$ cat src/rtl/rv32i_pkg.sv
// Shared RV32I definitions: datapath widths, register-field positions and
// the operand-fetch state encoding.
package rv32i_pkg;

    localparam int unsigned XLEN   = 32;
    localparam int unsigned REG_AW = 5;

    localparam int unsigned RS1_LSB = 15;
    localparam int unsigned RS1_MSB = 19;
    localparam int unsigned RS2_LSB = 20;
    localparam int unsigned RS2_MSB = 24;

    typedef enum logic [1:0] {
        OF_EMPTY,
        OF_RDWAIT,
        OF_HOLD
    } of_state_e;

endpackage

$ cat src/rtl/operand_bypass.sv
// Priority mux resolving one source operand: x0, current writeback,
// previous-edge writeback, then the supplied base value.
module operand_bypass #(
    parameter int unsigned XLEN = rv32i_pkg::XLEN,
    parameter int unsigned AW   = rv32i_pkg::REG_AW
) (
    input  logic [AW-1:0]   rs,
    input  logic            wb_valid,
    input  logic [AW-1:0]   wb_rd,
    input  logic [XLEN-1:0] wb_data,
    input  logic            lw_en,
    input  logic            lw_valid,
    input  logic [AW-1:0]   lw_rd,
    input  logic [XLEN-1:0] lw_data,
    input  logic [XLEN-1:0] base,
    output logic [XLEN-1:0] val
);

    always_comb begin
        if (rs == '0) begin
            val = '0;
        end else if (wb_valid && (wb_rd == rs)) begin
            val = wb_data;
        end else if (lw_en && lw_valid && (lw_rd == rs)) begin
            // Register file returned the pre-write value on that edge.
            val = lw_data;
        end else begin
            val = base;
        end
    end

endmodule

$ cat src/rtl/operand_fetch.sv
// Operand-fetch stage: issues register-file reads, absorbs the one-cycle read
// latency, forwards writebacks and delivers operands over valid/ready.
module operand_fetch #(
    parameter int unsigned XLEN = rv32i_pkg::XLEN,
    parameter int unsigned AW   = rv32i_pkg::REG_AW
) (
    input  logic            clk,
    input  logic            rst_n,
    input  logic            in_valid,
    output logic            in_ready,
    input  logic [31:0]     in_instr,
    input  logic [XLEN-1:0] in_pc,
    output logic [AW-1:0]   Read1,
    output logic [AW-1:0]   Read2,
    input  logic [XLEN-1:0] Data1,
    input  logic [XLEN-1:0] Data2,
    input  logic            wb_valid,
    input  logic [AW-1:0]   wb_rd,
    input  logic [XLEN-1:0] wb_data,
    output logic            RegWrite,
    output logic [AW-1:0]   WriteReg,
    output logic [XLEN-1:0] WriteData,
    output logic            out_valid,
    input  logic            out_ready,
    output logic [31:0]     out_instr,
    output logic [XLEN-1:0] out_pc,
    output logic [XLEN-1:0] out_rs1_val,
    output logic [XLEN-1:0] out_rs2_val
);

    import rv32i_pkg::*;

    of_state_e       state_q;
    logic [31:0]     instr_q;
    logic [XLEN-1:0] pc_q;
    logic [AW-1:0]   rs1_q;
    logic [AW-1:0]   rs2_q;
    logic [XLEN-1:0] held1_q;
    logic [XLEN-1:0] held2_q;
    logic            lw_valid_q;
    logic [AW-1:0]   lw_rd_q;
    logic [XLEN-1:0] lw_data_q;

    logic            in_fire;
    logic            out_fire;
    logic            rdwait;
    logic [AW-1:0]   in_rs1;
    logic [AW-1:0]   in_rs2;
    logic [XLEN-1:0] base1;
    logic [XLEN-1:0] base2;
    logic [XLEN-1:0] res1;
    logic [XLEN-1:0] res2;

    assign in_rs1 = AW'(in_instr[RS1_MSB:RS1_LSB]);
    assign in_rs2 = AW'(in_instr[RS2_MSB:RS2_LSB]);

    assign out_valid = (state_q != OF_EMPTY);
    assign out_fire  = out_valid & out_ready;
    assign in_ready  = (state_q == OF_EMPTY) | out_fire;
    assign in_fire   = in_valid & in_ready;
    assign rdwait    = (state_q == OF_RDWAIT);

    assign Read1 = in_fire ? in_rs1 : rs1_q;
    assign Read2 = in_fire ? in_rs2 : rs2_q;

    assign RegWrite  = wb_valid & (wb_rd != '0);
    assign WriteReg  = wb_rd;
    assign WriteData = wb_data;

    assign base1 = rdwait ? Data1 : held1_q;
    assign base2 = rdwait ? Data2 : held2_q;

    operand_bypass #(
        .XLEN (XLEN),
        .AW   (AW)
    ) u_bypass_rs1 (
        .rs       (rs1_q),
        .wb_valid (wb_valid),
        .wb_rd    (wb_rd),
        .wb_data  (wb_data),
        .lw_en    (rdwait),
        .lw_valid (lw_valid_q),
        .lw_rd    (lw_rd_q),
        .lw_data  (lw_data_q),
        .base     (base1),
        .val      (res1)
    );

    operand_bypass #(
        .XLEN (XLEN),
        .AW   (AW)
    ) u_bypass_rs2 (
        .rs       (rs2_q),
        .wb_valid (wb_valid),
        .wb_rd    (wb_rd),
        .wb_data  (wb_data),
        .lw_en    (rdwait),
        .lw_valid (lw_valid_q),
        .lw_rd    (lw_rd_q),
        .lw_data  (lw_data_q),
        .base     (base2),
        .val      (res2)
    );

    assign out_instr   = instr_q;
    assign out_pc      = pc_q;
    assign out_rs1_val = out_valid ? res1 : '0;
    assign out_rs2_val = out_valid ? res2 : '0;

    always_ff @(posedge clk or negedge rst_n) begin
        if (!rst_n) begin
            state_q    <= OF_EMPTY;
            instr_q    <= '0;
            pc_q       <= '0;
            rs1_q      <= '0;
            rs2_q      <= '0;
            held1_q    <= '0;
            held2_q    <= '0;
            lw_valid_q <= 1'b0;
            lw_rd_q    <= '0;
            lw_data_q  <= '0;
        end else begin
            lw_valid_q <= RegWrite;
            lw_rd_q    <= wb_rd;
            lw_data_q  <= wb_data;

            if (in_fire) begin
                instr_q <= in_instr;
                pc_q    <= in_pc;
                rs1_q   <= in_rs1;
                rs2_q   <= in_rs2;
            end

            unique case (state_q)
                OF_EMPTY: begin
                    if (in_fire) state_q <= OF_RDWAIT;
                end
                OF_RDWAIT, OF_HOLD: begin
                    if (out_fire) begin
                        state_q <= in_fire ? OF_RDWAIT : OF_EMPTY;
                    end else begin
                        // Resolved value already folds in this cycle's matching write.
                        state_q <= OF_HOLD;
                        held1_q <= res1;
                        held2_q <= res2;
                    end
                end
                default: state_q <= OF_EMPTY;
            endcase
        end
    end

endmodule

$ cat config.mk
export PLATFORM = sky130hd
export DESIGN_NAME = operand_fetch
export DESIGN_NICKNAME = d
export VERILOG_FILES = /design/src/rtl/rv32i_pkg.sv /design/src/rtl/operand_bypass.sv /design/src/rtl/operand_fetch.sv
export SDC_FILE = /design/constraint.sdc
export NUM_CORES = 1
export LEC_CHECK = 0
export CORE_MARGIN = 3
export CORE_UTILIZATION = 49
export DETAILED_ROUTE_END_ITERATION = 10
export PLACE_DENSITY = 0.87
export SLEW_MARGIN = 20
export SYNTH_ARGS = -nofsm -noshare
export SYNTH_HDL_FRONTEND = slang
export SYNTH_HIERARCHICAL = 1
export SYNTH_SLANG_ARGS = --single-unit
$ cat constraint.sdc
create_clock -name clk -period 4.2 [get_ports clk]
set_input_delay 0.84 -clock clk [delete_from_list [all_inputs] [get_ports clk]]
set_output_delay 0.84 -clock clk [all_outputs]
set_load 0.05 [all_outputs]
---- Word level (Yosys, flattened, before mapping) ----
Cells that the tools add are included.
storage, ports and cells
  bits in writable memories ............... 0
  flip-flop bits (word level) ............. 178
  bits in latches ......................... 0
  memory bits (read-only) ................. 0
  bits of input ports ..................... 170
  memories kept ........................... 0
operators by class
  multipliers ............................. 0
  multiplexer cells ....................... 16
  shifts and indexed selects .............. 0
  bitwise operators ....................... 5
  equality and inequality tests ........... 7
  reductions and logical operators ........ 12
  $lt $le $gt $ge ......................... 0
  $add $sub $neg .......................... 0
  divide/modulo/power cells ............... 0
operators with widths
  cell                                                 number
  2-to-1 mux 32 bit                                    10
  equality test 5 bit                                  4
  zero test 5 bit                                      2
  2-to-1 mux 5 bit                                     2
  logical AND 1 bit                                    5
  nonzero test 5 bit                                   1
  2-to-1 mux 2 bit                                     2
  one-hot mux 2 bit (2 select lines)                   1
  bitwise AND 1 bit                                    3
  equality test 2 x 1 -> 1 bit, second input constant  1
  equality test 2 bit, second input constant           1
  zero test 2 bit                                      1
  != test 2 bit, second input constant                 1
  AND reduction 2 bit                                  1
  nonzero test 2 bit                                   1
  OR reduction 2 bit                                   1
  2-to-1 mux 1 bit                                     1
  NOT 1 bit                                            1
  bitwise OR 1 bit                                     1

---- Logic depth before layout (Yosys ltp) ----
Gate-level depths: netlist of the first run.
  word-level depth ........................ 7
  mapped depth ............................ 9
  gate-level depth less buffers ........... 7

---- Cells and area by module ----
The synthesis of the first run kept the hierarchy.
modules (own cells, without submodules)
  module          instances  sequential area each (um^2)  cells each  area an instance (um^2)
  operand_fetch   1          4454.3                       673         7709.9
  operand_bypass  2          0.0                          163         855.8

---- Least setup slack after synthesis of the first run ----
No wires, ideal clock.
  path kind ............................... input -> output
  from .................................... input wb_rd[2]
  to ...................................... output out_rs1_val[10]
  stages on the path ...................... 6
  arrival ................................. 2555 ps
  setup slack ............................. 805 ps
  data required time ...................... 3360 ps
  cells stage by stage .................... xor2_1 > nor4_2 > nand3_2 > clkbuf_1 > a31oi_1 > nor2b_1
on the way
  longest elaborated chain between the ends .. 5
ends and longest elaborated chain
  what                 line                  text
  start: declaration   operand_fetch.sv:18   input logic [AW-1:0] wb_rd,
  equality test 5 bit  operand_bypass.sv:22  end else if (wb_valid && (wb_rd == rs)) begin
  logical AND 1 bit    operand_bypass.sv:22
  2-to-1 mux 32 bit    operand_bypass.sv:22
  2-to-1 mux 32 bit    operand_bypass.sv:20  if (rs == '0) begin
  net res1[10]         operand_fetch.sv:51   logic [XLEN-1:0] res1;
  2-to-1 mux 32 bit    operand_fetch.sv:107  assign out_rs1_val = out_valid ? res1 : '0;
  end: declaration     operand_fetch.sv:27   output logic [XLEN-1:0] out_rs1_val,
The timed path passes the listed nets, and every way through them passes these cells.

---- Final worst setup path of the first run ----
  from .................................... input wb_rd[2]
  to ...................................... output out_rs1_val[28]
The elaborated chain is that of the path after synthesis.

==> metrics.txt, run 1 <==
Tcrit/Tclk final=between 90 and 100%; synth warn=6; gr usage total=28.4%; final cell utilization of the core=72.0%; Yosys top cell area share=between 40% and 50%; initial antenna violation count=1; GR Util met1=32.0%; Max Cap Viol=0; Clock Tree Root=clkbuf_16; Synth Instances=999; Worst slew margin=around two fifths; top cell type by total area after synthesis=dfrtp_1; kind of critical path=input port to output pin; met3 Use GR=7.95%; vias in the first global route=8,665; mapped cell area=~9400 um2; Seq/Total Area, Yosys=between 40% and 50%; hold buffers post-CTS=0; cell count after placement=around 1,500; I/O Buffers=347; postcts setup bufs=0; P_leak=6.10 nW; Area Growth Syn to Fin=43.4%; Mapped Nets=1,172; vias per cell=5.49; largest net degree at the start of global routing=92; Avg Synthesized Cell Area=9.43 um2; drt first pass iters=4; DR vias=8,407; Inserted Clock Buffers=17; Final TNS setup=0 ns; die width=145 um; FFs w/ async S/R, synth=100%; Initial Utilization=50.2%; Finished Layout Cells=1,530; # resized after CTS=0; Worst EP required=3.36 ns; first-pass GRT wire length=between 40,000 and 50,000 um; GRT overflow=0; CP Max Fanout=64; core area=about 19,000 um2; status=finished clean; clk_skew=roughly 0.015 ns; met2 usage=50.4%; Pins Over Slew Limit=0; First DRT Iteration DRCs=540; fmax=0.260 GHz; TritonCTS clock tree=yes; Filler Cells Inserted=1,359; DIE AREA=20,900 um2; Tmin final=around 3.8 ns; crit-path max cell delay=0.51 ns; Tightest Pin Transition=0.913 ns; clock buffer depth=2; Area contributors post-synth=dfrtp_1 47%, mux2_2 15%, nand2_1 14%; Max IR drop VDD=0.438 mV; drt wl/cell=19.8 um; CP max-delay cell=clkdlybuf4s50_1; H-tree Lvls=4; CP Buf/Inv Count=3; final layout net count=1,456; top_reg_cell synth=dfrtp_1; Final HPWL DP=21,700 um; Final Setup Violations=0; clk slew on worst S/H paths=0.07 ns; clock sink total=178; # DRC=0; FF+latch count, synth=178; CP Cell Sequence=clkdlybuf4s50_1, xor2_1, nor4_2, nand3_2, buf_12, o21ai_0, a31oi_1, nor2b_1, buf_4; die height=~140 um; final WL=30,200 um; IO Count=between 300 and 400; share of layout cells above drive strength 1=20.3%; crit-path leading delay family=buffers and inverters; grt peak-use layer=met2; row count=50; antenna viol nets, final=0; Distinct cells, synth=32; worst skew pair latency=0.43 ns; Crit. End Element=output pin; Final Hold Viols=0; CP Launch Type=input port; Critical Path AT=3.01 ns; RSZ-0062 raised after global routing=false; power density cells=804 nW/um2; number of synthesized flops with an enable pin=0; Hold Path Class=input port to asynchronous set/reset pin; GPL Wtd Cong=0.864
==> worst paths after layout <==
kind	startpoint	end	slack (ns)	cells after the start
worst max-delay path	wb_rd[2]	out_rs1_val[28]	0.35	9
worst min-delay path	rst_n	held1_q[12]	0.36	1
worst max register to register	state_q[1]	held1_q[13]	1.90	7
worst min register to register	out_pc[4]	out_pc[4]	0.47	2
max in group asynchronous	rst_n	out_instr[28]	2.94	2
min in group clk	out_pc[4]	out_pc[4]	0.47	2
==> cells by family (layout without fill, tap and decap cells) <==
logic type / count (synthesis) / in the layout / synth area share, %
and+or+nand+nor: 426 / 426 / 19.4
DFF: 178 / 178 / 47.3
AOI/OAI and AO/OA: 135 / 135 / 8.27
muxes: 129 / 129 / 15.4
buffers and inverters: 108 / 404 / 7.38
xor gates and xnor gates: 20 / 20 / 1.86
adders and majority gates: 3 / 3 / 0.398
other: 0 / 1 / 0
==> cell type report <==
| cell class | instances | area, um2 | area share [%] |
|---|---|---|---|
| Sequential cell | 178 | 4450 | 33.0 |
| Multi-Input combinational cell | 713 | 4290 | 31.8 |
| Timing Repair Buffer | 369 | 3890 | 28.8 |
| Clock buffer | 17 | 425 | 3.15 |
| Tap cell | 234 | 293 | 2.17 |
| Clock inverter | 14 | 138 | 1.02 |
| Inverter | 4 | 15.0 | 0.111 |
| Antenna cell | 1 | 2.50 | 0.0185 |
==> flip-flops by register name (all words and copies together), names as in the netlist <==
signal / flops
lw_data_q: 32
held1_q: 32
held2_q: 32
state_q: 2
rs2_q: 5
lw_rd_q: 5
lw_valid_q: 1
out_instr: 32
rs1_q: 5
out_pc: 32
==> worst reg2reg max path: stages (launching register included) <==
cell	delay, ns
dfrtp_1	0.38
inv_1	0.11
ha_2	0.20
buf_4	0.57
mux2_2	0.44
nand2_1	0.06
a31oi_1	0.13
mux2_2	0.29
==> cells in the final DEF (no fill, tap or decap), drive strengths merged <==
master and n:
a31oi 64, o32ai 1, inv 12, o2bb2ai 1
xor2 16, clkinvlp 2, nor4 4, clkdlybuf4s50 271
nand3 2, or4 1, nor3 2, nor2 2
and3 2, diode 1, o21a 2, buf 98
mux2 128, o21ai 66, ha 3, xnor2 4
mux2i 1, and2 2, dfrtp 178, clkinv 4
a21oi 1, clkbuf 17, nand2b 2, nand2 345
nor2b 64
==> routing by layer <==
| metal | part of all wire [%] | up-vias |
|---|---|---|
| li1 | - | 3851 |
| met1 | 36 | 4057 |
| met2 | 51 | 436 |
| met3 | 9.0 | 63 |
| met4 | 3.7 | 0 |
| met5 | 0 | - |
==> through the flow <==
step	instance area, um2	worst slack [ns]	hold WS [ns]	total power [W]
floorplan	9420	0.805	0.460	0.00712
global placement	12900	0.481	0.457	0.00918
detailed placement	12900	0.376	0.461	0.00934
CTS	13500	0.367	0.385	0.0109
global route	13500	0.223	0.395	0.0114
finish	13500	0.353	0.357	0.0109
==> synth_stat cells (3+ instances only) <==
cell type and number:
nand2_1 345, dfrtp_1 178, mux2_2 123, a31oi_1 64, nor2b_1 64, o21ai_0 45
buf_4 39, clkbuf_1 28, buf_2 24, o21ai_1 20, xor2_1 16, buf_6 6
buf_8 6, mux2_1 5, inv_1 4, nor4_2 4, xnor2_1 4, ha_1 3
==> report_power, final <==
group	total (W)	internal, W	switching, W
Sequential	0.00256	0.00226	0.000305
Clock	0.00154	0.000786	0.000755
Combinational	0.00675	0.00276	0.00400
No activity file was read; power rests on OpenSTA's default activity.
==> run 2, diff against run 1 <==
--- a/constraint.sdc
+++ b/constraint.sdc
@@ -3,2 +3,2 @@
 set_output_delay 0.84 -clock clk [all_outputs]
-set_load 0.05 [all_outputs]
+set_load 0.005 [all_outputs]
==> metrics.txt, run 2 (synthesized netlist as in run 1, its figures left out) <==
status=finished clean; clk_skew=0.0115 ns (-0.00342 ns); DR vias=8,369 (-0.45%); drt wl/cell=19.3 um (-2.5%); First DRT Iteration DRCs=587 (+8.7%); Tcrit/Tclk final=97.6% (+6.0 points); Tightest Pin Transition=0.820 ns (-0.0931 ns); Critical Path AT=3.26 ns (+0.25 ns); area of placed instances=12,700 um2 (-1.6%); cell mode on critical path=clkdlybuf4s50_1; CP Launch Type=input port; # DRC=0 (unchanged); most frequent cells in the layout=345 x nand2_1, 344 x clkdlybuf4s50_1, 178 x dfrtp_1; Final HPWL DP=20,600 um (-5.1%); row count=50 (unchanged); Crit. End Element=output pin; clock buffer depth=2 (unchanged); GRT overflow=0 (unchanged); Worst EP required=3.36 ns (about the same); worst skew pair latency=0.43 ns (about the same); largest net degree at the start of global routing=80 (-13%); first-pass GRT wire length=45,400 um (-0.99%); clk slew on worst S/H paths=0.08 ns (about the same); antenna viol nets, final=0 (unchanged); Max IR drop VDD=0.309 mV (-29%); vias per cell=5.47 (-0.45%); IO Count=348 (unchanged); # resized after CTS=0 (unchanged); core area=18,800 um2 (unchanged); power density cells=651 nW/um2 (-19%); clock sink total=178 (unchanged); Area Growth Syn to Fin=41.7%; Final Hold Viols=0 (unchanged); commonest non-fill, non-tap cell in the layout=nand2_1; CP Buf/Inv Count=3 (unchanged); Multi-input gate area=4300 um2 (+0.15%); postcts setup bufs=0 (unchanged); CP max-delay cell=clkdlybuf4s50_1; die width=145 um (unchanged); P_leak=5.91 nW (-3.0%); hold buffers post-CTS=0 (unchanged); crit-path leading delay family=buffers and inverters; final layout net count=1,455 (-0.069%); Pins Over Slew Limit=0 (unchanged); Final Instance Area=13,300 um2 (-1.2%); Clock Tree Root=clkbuf_16; TritonCTS clock tree=yes; initial antenna violation count=1 (unchanged); crit-path max cell delay=0.53 ns (+0.02 ns); GPL Wtd Cong=0.935 (+8.3%); Tmin final=4.10 ns (+0.253 ns); Worst slew margin=45.3% (+6.2 points); DIE AREA=20,900 um2 (unchanged); CP Max Fanout=64 (unchanged); share of layout cells above drive strength 1=14.5% (-5.8 points); RSZ-0062 raised after global routing=true; Inserted Clock Buffers=17 (unchanged); Fin Hold WS=0.365 ns (+0.00781 ns); H-tree Lvls=4 (unchanged); Max Cap Viol=0 (unchanged); vias in the first global route=8,466 (-2.3%); I/O Buffers=347 (unchanged); FF/Latch Area=4450 um2 (unchanged); kind of critical path=input port to output pin; Filler Cells Inserted=1,364 (+0.37%); CP Cell Sequence=clkdlybuf4s50_1, xor2_1, nor4_2, nand3_2, buf_12, o21ai_0, a31oi_1, nor2b_1, clkdlybuf4s50_1; Hold Path Class=input port to asynchronous set/reset pin; Initial Utilization=50.2% (unchanged); final WL=29,500 um (-2.5%); die height=145 um (unchanged); drt first pass iters=5 (+1); Final Setup Violations=0 (unchanged); fmax=0.244 GHz (-6.2%); gr usage total=27.7% (-0.64 points)
[run 2: changes by cell type in the layout (fill, tap and decap cells not counted), moves of 3 or more]
cell	before	now
clkdlybuf4s50_1	271	344
buf_4	62	17
buf_12	35	4
o21ai_0	44	39
o21ai_1	20	25
clkinv_4	3	0
inv_6	4	7
[run 2: path summary, 6_finish.rpt]
kind                                 start  cells past startpoint         endpoint  slack, ns
min in group clk                 out_pc[6]                      2        out_pc[6]       0.47
max in group asynchronous            rst_n                      2    out_instr[28]       2.82
worst min register to register   out_pc[6]                      2        out_pc[6]       0.47
worst max register to register  state_q[1]                      7      held1_q[13]       1.89
worst min-delay path                 rst_n                      1      held2_q[15]       0.36
worst max-delay path              wb_rd[4]                      9  out_rs1_val[21]        0.1
[run 2: power by group]
| group | leakage [nW] | total, W | internal (W) | switching [W] |
|---|---|---|---|---|
| logic | 3.44 | 0.00448 | 0.00255 | 0.00193 |
| registers | 2.18 | 0.00256 | 0.00226 | 0.000298 |
| clock network | 0.290 | 0.00165 | 0.000916 | 0.000734 |
| total | 5.91 | 0.00869 | 0.00573 | 0.00296 |
[run 2: stage by stage]
step	util, %	TNS (ns)	setup WS [ns]	std cells	total power [W]
floorplan	-	0	1.37	999	0.00515
global placement	67.8	0	0.242	1497	0.00692
detailed placement	67.8	0	0.115	1497	0.00705
CTS	71.1	0	0.0815	1529	0.00873
global route	71.1	-0.00126	-0.00120	1530	0.00923
finish	71.1	0	0.0999	1530	0.00869
[run 2: area by class of cell]
cell class	instances	share of cell area [%]
timing repair buffer	368	27.6
tap	234	2.19
clock buffer	19	3.32
multi-input combinational	713	32.2
antenna	1	0.0187
inverter	4	0.112
sequential	178	33.4
clock inverter	13	1.19
[run 2: routing by layer]
metal | global-route usage, % | share of wire [%] | vias to the layer above
met2 | 48.5 | 51 | 389
met5 | 0 | 0 | -
met1 | 33.3 | 38 | 4072
met4 | 9.82 | 2.8 | 0
li1 | - | - | 3863
met3 | 7.03 | 8.7 | 45
